File: config.mk
export PLATFORM = sky130hd
export DESIGN_NAME = ram_share_arb_flat
export DESIGN_NICKNAME = d
export VERILOG_FILES = /design/src/rtl/ram_share_arb_pkg.sv /design/src/rtl/ram_share_arb_if.sv /design/src/rtl/ram_share_arb_rr_arb2.sv /design/src/rtl/ram_share_arb.sv /design/src/flat_wrapper.sv
export SDC_FILE = /design/constraint.sdc
export NUM_CORES = 1
export LEC_CHECK = 0
export ABC_AREA = 1
export BUFFER_PORTS_ARGS = -buffer_cell sky130_fd_sc_hd__buf_4
export CORE_AREA = 2 2 50 52
export CTS_CLUSTER_SIZE = 8
export DETAILED_ROUTE_END_ITERATION = 8
export DIE_AREA = 0 0 52 54
export GPL_TIMING_DRIVEN = 0
export PLACE_DENSITY = 0.71
export SETUP_SLACK_MARGIN = 0.05
export SKIP_LAST_GASP = 1
export SYNTH_ARGS = -nofsm -noshare
export SYNTH_HDL_FRONTEND = slang
export SYNTH_HIERARCHICAL = 1
export SYNTH_SLANG_ARGS = --single-unit
File: constraint.sdc
create_clock -name clk -period 1.9 [get_ports clk]
set_input_delay 0.57 -clock clk [delete_from_list [all_inputs] [get_ports clk]]
set_output_delay 0.57 -clock clk [all_outputs]
set_load 0.01 [all_outputs]
File: src/rtl/ram_share_arb_pkg.sv
`default_nettype none
// ============================================================================
// Module      : ram_share_arb_pkg
// Description : Shared sizes, requester ids and read-tag type for ram_share_arb
// Revision    : 1.0  initial release
// ============================================================================
package ram_share_arb_pkg;

    localparam int DEF_AW = 4;
    localparam int DEF_DW = 8;

    typedef enum logic {
        REQ_A = 1'b0,
        REQ_B = 1'b1
    } req_id_t;

    // Read-return tag: which requester the next ram_q belongs to
    typedef struct packed {
        logic    valid;
        req_id_t id;
    } rd_tag_t;

endpackage : ram_share_arb_pkg
`default_nettype wire

File: src/rtl/ram_share_arb_if.sv
`default_nettype none
// ============================================================================
// Module      : ram_share_arb_if
// Description : One requester port of the shared-RAM arbiter (req/gnt + read return)
// Revision    : 1.0  initial release
// ============================================================================
interface ram_share_arb_if
    import ram_share_arb_pkg::*;
#(
    parameter int AW = DEF_AW,
    parameter int DW = DEF_DW
);
    logic          req;
    logic          we;
    logic          lock;
    logic [AW-1:0] addr;
    logic [DW-1:0] wdata;
    logic          gnt;
    logic          rvalid;
    logic [DW-1:0] rdata;

    modport master (
        output req, we, lock, addr, wdata,
        input  gnt, rvalid, rdata
    );

    modport slave (
        input  req, we, lock, addr, wdata,
        output gnt, rvalid, rdata
    );
endinterface : ram_share_arb_if
`default_nettype wire

File: src/rtl/ram_share_arb_rr_arb2.sv
`default_nettype none
// ============================================================================
// Module      : ram_share_arb_rr_arb2
// Description : Two-input round-robin grant with owner lock for atomic sequences
// Revision    : 1.0  initial release
// ============================================================================
module ram_share_arb_rr_arb2
    import ram_share_arb_pkg::*;
(
    input  wire logic clk,
    input  wire logic rst_n,
    input  wire logic a_req,
    input  wire logic a_lock,
    input  wire logic b_req,
    input  wire logic b_lock,
    output logic      a_gnt,
    output logic      b_gnt
);

    req_id_t r_last;
    req_id_t r_owner;
    logic    r_locked;

    logic    w_owner_req;
    logic    w_hold;

    // Lock only bites while its owner is still requesting; a dropped req frees the RAM this cycle
    assign w_owner_req = (r_owner == REQ_A) ? a_req : b_req;
    assign w_hold      = r_locked && w_owner_req;

    always_comb begin
        a_gnt = 1'b0;
        b_gnt = 1'b0;
        if (!rst_n) begin
            a_gnt = 1'b0;
            b_gnt = 1'b0;
        end else if (w_hold) begin
            a_gnt = (r_owner == REQ_A);
            b_gnt = (r_owner == REQ_B);
        end else if (a_req && b_req) begin
            a_gnt = (r_last == REQ_B);
            b_gnt = (r_last == REQ_A);
        end else begin
            a_gnt = a_req;
            b_gnt = b_req;
        end
    end

    always_ff @(posedge clk or negedge rst_n) begin
        if (!rst_n) begin
            r_last   <= REQ_B;
            r_owner  <= REQ_A;
            r_locked <= 1'b0;
        end else if (a_gnt || b_gnt) begin
            r_last   <= a_gnt ? REQ_A : REQ_B;
            r_owner  <= a_gnt ? REQ_A : REQ_B;
            r_locked <= a_gnt ? a_lock : b_lock;
        end else begin
            r_locked <= 1'b0;
        end
    end

endmodule : ram_share_arb_rr_arb2
`default_nettype wire

File: src/rtl/ram_share_arb.sv
`default_nettype none
// ============================================================================
// Module      : ram_share_arb
// Description : Time-shares one single-port sync RAM between two requesters
// Revision    : 1.0  initial release
// ============================================================================
module ram_share_arb
    import ram_share_arb_pkg::*;
#(
    parameter int AW = DEF_AW,
    parameter int DW = DEF_DW
) (
    input  wire logic          clk,
    input  wire logic          rst_n,
    ram_share_arb_if.slave     a,
    ram_share_arb_if.slave     b,
    output logic [AW-1:0]      ram_a,
    output logic [DW-1:0]      ram_d,
    output logic               ram_we,
    input  wire logic [DW-1:0] ram_q
);

    logic    w_a_gnt;
    logic    w_b_gnt;
    logic    w_rd_acc;
    rd_tag_t r_tag;

    ram_share_arb_rr_arb2 u_arb (
        .clk    (clk),
        .rst_n  (rst_n),
        .a_req  (a.req),
        .a_lock (a.lock),
        .b_req  (b.req),
        .b_lock (b.lock),
        .a_gnt  (w_a_gnt),
        .b_gnt  (w_b_gnt)
    );

    assign a.gnt = w_a_gnt;
    assign b.gnt = w_b_gnt;

    // Idle cycles park the RAM pins at zero so nothing stale reaches the macro
    always_comb begin
        ram_we = 1'b0;
        ram_a  = '0;
        ram_d  = '0;
        if (w_a_gnt) begin
            ram_we = a.we;
            ram_a  = a.addr;
            ram_d  = a.wdata;
        end else if (w_b_gnt) begin
            ram_we = b.we;
            ram_a  = b.addr;
            ram_d  = b.wdata;
        end
    end

    assign w_rd_acc = (w_a_gnt && !a.we) || (w_b_gnt && !b.we);

    always_ff @(posedge clk or negedge rst_n) begin
        if (!rst_n) begin
            r_tag <= '0;
        end else begin
            r_tag.valid <= w_rd_acc;
            r_tag.id    <= w_b_gnt ? REQ_B : REQ_A;
        end
    end

    assign a.rvalid = r_tag.valid && (r_tag.id == REQ_A);
    assign b.rvalid = r_tag.valid && (r_tag.id == REQ_B);
    assign a.rdata  = ram_q;
    assign b.rdata  = ram_q;

endmodule : ram_share_arb
`default_nettype wire

File: src/flat_wrapper.sv
// flat-port wrapper written by rule: the top's interface ports become plain ports
module ram_share_arb_flat import ram_share_arb_pkg::*;
#(
    parameter int AW = DEF_AW,
    parameter int DW = DEF_DW
)
  (clk, rst_n, ram_a, ram_d, ram_we, ram_q, a_req, a_we, a_lock, a_addr, a_wdata, a_gnt, a_rvalid, a_rdata, b_req, b_we, b_lock, b_addr, b_wdata, b_gnt, b_rvalid, b_rdata);
  ram_share_arb_if #(.AW(AW), .DW(DW)) a_i ();
  ram_share_arb_if #(.AW(AW), .DW(DW)) b_i ();
  input  wire logic clk;
  input  wire logic rst_n;
  output logic [AW-1:0] ram_a;
  output logic [DW-1:0] ram_d;
  output logic ram_we;
  input  wire logic [DW-1:0] ram_q;
  input wire logic [$bits(a_i.req)-1:0] a_req;
  input wire logic [$bits(a_i.we)-1:0] a_we;
  input wire logic [$bits(a_i.lock)-1:0] a_lock;
  input wire logic [$bits(a_i.addr)-1:0] a_addr;
  input wire logic [$bits(a_i.wdata)-1:0] a_wdata;
  output wire logic [$bits(a_i.gnt)-1:0] a_gnt;
  output wire logic [$bits(a_i.rvalid)-1:0] a_rvalid;
  output wire logic [$bits(a_i.rdata)-1:0] a_rdata;
  input wire logic [$bits(b_i.req)-1:0] b_req;
  input wire logic [$bits(b_i.we)-1:0] b_we;
  input wire logic [$bits(b_i.lock)-1:0] b_lock;
  input wire logic [$bits(b_i.addr)-1:0] b_addr;
  input wire logic [$bits(b_i.wdata)-1:0] b_wdata;
  output wire logic [$bits(b_i.gnt)-1:0] b_gnt;
  output wire logic [$bits(b_i.rvalid)-1:0] b_rvalid;
  output wire logic [$bits(b_i.rdata)-1:0] b_rdata;
  assign a_i.req = a_req;
  assign a_i.we = a_we;
  assign a_i.lock = a_lock;
  assign a_i.addr = a_addr;
  assign a_i.wdata = a_wdata;
  assign a_gnt = a_i.gnt;
  assign a_rvalid = a_i.rvalid;
  assign a_rdata = a_i.rdata;
  assign b_i.req = b_req;
  assign b_i.we = b_we;
  assign b_i.lock = b_lock;
  assign b_i.addr = b_addr;
  assign b_i.wdata = b_wdata;
  assign b_gnt = b_i.gnt;
  assign b_rvalid = b_i.rvalid;
  assign b_rdata = b_i.rdata;
  ram_share_arb #(.AW(AW), .DW(DW)) u_core (.clk(clk), .rst_n(rst_n), .a(a_i), .b(b_i), .ram_a(ram_a), .ram_d(ram_d), .ram_we(ram_we), .ram_q(ram_q));
endmodule
==> results.md <==
* Placeable Area at 2320 um^2
* Mapped cell area at 678 um^2
* Post-synth EDFFs at 0
* Slowest cell on crit path: dfrtp_1
* TritonCTS Buffers at 3
* Share of cells above drive strength 1 at 84.0%
* Hold Slack at 135 ps
* Synthesized flop and latch total at 5
* Crit end category: output pin
* Vias in the first global route at slightly above 900
* Minimum clock period at about 2200 ps
* WL final at 2380 um
* Non-filler cells, final at around 210
* Crit path from: u_core/u_arb/r_owner
* Crit path capture: ram_a[1]
* Max Freq at 0.463 GHz
* Clock buffer depth at 2
* Syn avg cell area at 7.06 um^2
* Area leader, netlist: nand2_1
* Clk slew on worst S/H paths at 40 ps
* Die ar. at 2810 um^2
* Top-count cell post-synth: nand2_1
* YS warnings at 6
* Worst R2R Path Depth at 11
* Layout area overhead at 132%
* First-pass GRT wire length at 3750 um
* Sequential area share after synthesis at between 10% and 20%
* Post-DP HPWL at around 1700 um
* WS Path Type: reg -> out
* Initial Util at 29.2%
* Final hold violations at 0
* Number of DRC markers in iteration 0 at 1
* Crit-path cells: inv_2 > nand2_4 > nand3_4 > a21oi_4 > buf_6 > buf_6 > nand2_2 > nand2_2 > buf_6
* # Max-Cap Violations at 0
* DRT Pass-1 Iters at 4
* Worst slew margin at 87.7%
* Pin count of the biggest net entering global routing at 11
* WL/cell at roughly 11 um
* Fraction of registers with async set or reset after synthesis at 100%
* Flop-to-flop setup slack at 340 ps
* Pwr per Cell Area at 549 nW/um^2
* Mapped Nets at 136
* Violations in the final reports: negative setup slack
* Critical R2R Capture: u_core/r_tag[1]
* Slew @ Worst Pin at about 180 ps
* Status: complete, but fails checks
* Final setup fails at 15
* Post-route DRC at 0
* Synth unique cells at 19
* VDD IR max at 0.000291 V
* Syn Inst Count at 96
* GPL Wtd Cong at 0.660
* Reg2Reg Launch Point: u_core/u_arb/r_owner
* Die height at 54 um
* Arr. time, crit path at roughly 1600 ps
* Via count at 911
* Row cnt at 18
* Total congestion overflow at 0
* Port buffer count at between 60 and 70
* Ant. Diodes at 0
* ANT nets after route at 0
* Final period utilization at 114%
* Initial antenna violation count at 0
* Critical Path Start Type: flip-flop
* Pins Over Slew Limit at 0
* Clk_lat worst skew at approximately 240 ps
* Most frequent CP cell: buf_6
* Leak pwr at 0.844 nW
* Dominant synthesized flop cell: dfrtp_1
* Placed insts at 190
* Layout Skew at 3.46 ps
* Top post-synthesis cells by count: nand2_1, buf_4, nand3_2, inv_1, dfrtp_1
* Crit-path max FO at 5
* Setup ws final at -261 ps
* GRT Total Usage at a little under a fifth
* H-tree depth at 1
* Top cell type's share of synthesized area at just under 20%
* Avg Vias per Cell at between 4 and 5
* CTS tree: yes
* Final core utilization at between 60% and 70%
* Chip width at about 52 um
* Pre-CTS setup slack at -421 ps
* HP Class: in -> async
* Final net count at 222
* Crit path largest cell delay at 430 ps
* # clock sinks at 5
* Root Buffer: clkbuf_4
* Worst path required time at 1330 ps
* IO Count at 73
* RSZ-0062 raised after global routing: true
* Synth area leaders: nand2_1, nand3_2, buf_4, dfrtp_1, inv_1
[sequential cells by signal, indices dropped and copies added (netlist names)]
| register | count |
|---|---|
| u_core/r_tag | 2 |
| u_core/u_arb/r_last | 1 |
| u_core/u_arb/r_locked | 1 |
| u_core/u_arb/r_owner | 1 |
[layer usage]
layer | up-vias | GRT usage, % | part of all wire (%)
met5 | - | 0 | 0
met4 | 0 | 9.21 | 1.8
met3 | 4 | 7.22 | 12
met1 | 406 | 16.1 | 32
met2 | 48 | 36.3 | 55
li1 | 453 | - | -
[layout by cell type, fill, tap and decap left out, drive strengths merged]
cell type and count:
nand2 38, nand3 15, a21oi 5, nor2 1
buf 100, inv 10, dfstp 1, a21boi 1
dfrtp 4, o21ai 2, clkbuf 4
[where the power goes]
part | switching, mW | leakage [nW] | internal [mW]
Clock | 0.0428 | 0.0150 | 0.0793
Sequential | 0.0264 | 0.0621 | 0.135
Combinational | 0.246 | 0.767 | 0.335
[critical path: cells and delay by family, from the launching register on]
family / cells / cell delay (ps)
flops: 1 / 430
buf+inv: 4 / 450
compound gates: 1 / 210
simple gates: 4 / 270
[timing repair]
item / in CTS / in global routing
buffers inserted: 10 / 5
cloned: 2 / 0
hold buffers: 0 / 0
pin swaps: 22 / 6
resized for setup: 37 / 4
setup endpoints to repair: 15 / 15
[per-stage QoR]
stage | area [um^2] | TNS [ps] | total power [mW]
floorplan | 757 | -895 | 0.398
finish | 1570 | -3420 | 0.865
detailed placement | 1270 | -5120 | 0.580
CTS | 1520 | -3610 | 0.836
global route | 1570 | -4890 | 0.927
global placement | 1270 | -5040 | 0.575
[cell type report]
cell class	instances	area, um^2
multi-input cells	62	450
inverters	10	65.1
clock buffers	4	26.3
well taps	30	37.5
plain buffers	19	161
fillers	185	746
repair buffers	81	707
flip-flops and latches	5	126
[worst min-delay path by stage]
stage | from | to | slack [ps] | cells past startpoint
floorplan | rst_n | u_core/r_tag[0] | 270 | 0
global placement | rst_n | u_core/r_tag[0] | 390 | 1
detailed placement | rst_n | u_core/r_tag[0] | 390 | 1
CTS | rst_n | u_core/r_tag[0] | 130 | 1
global route | rst_n | u_core/u_arb/r_owner | 120 | 1
finish | rst_n | u_core/u_arb/r_owner | 130 | 1
[kinds of logic after synthesis]
kind of cell | synth area share [%]
AO/OA/AOI/OAI | 9.59
buffers and inverters | 27.3
flip-flops | 18.6
AND/OR/NAND/NOR | 44.5
(Power assumes the default switching activity.)
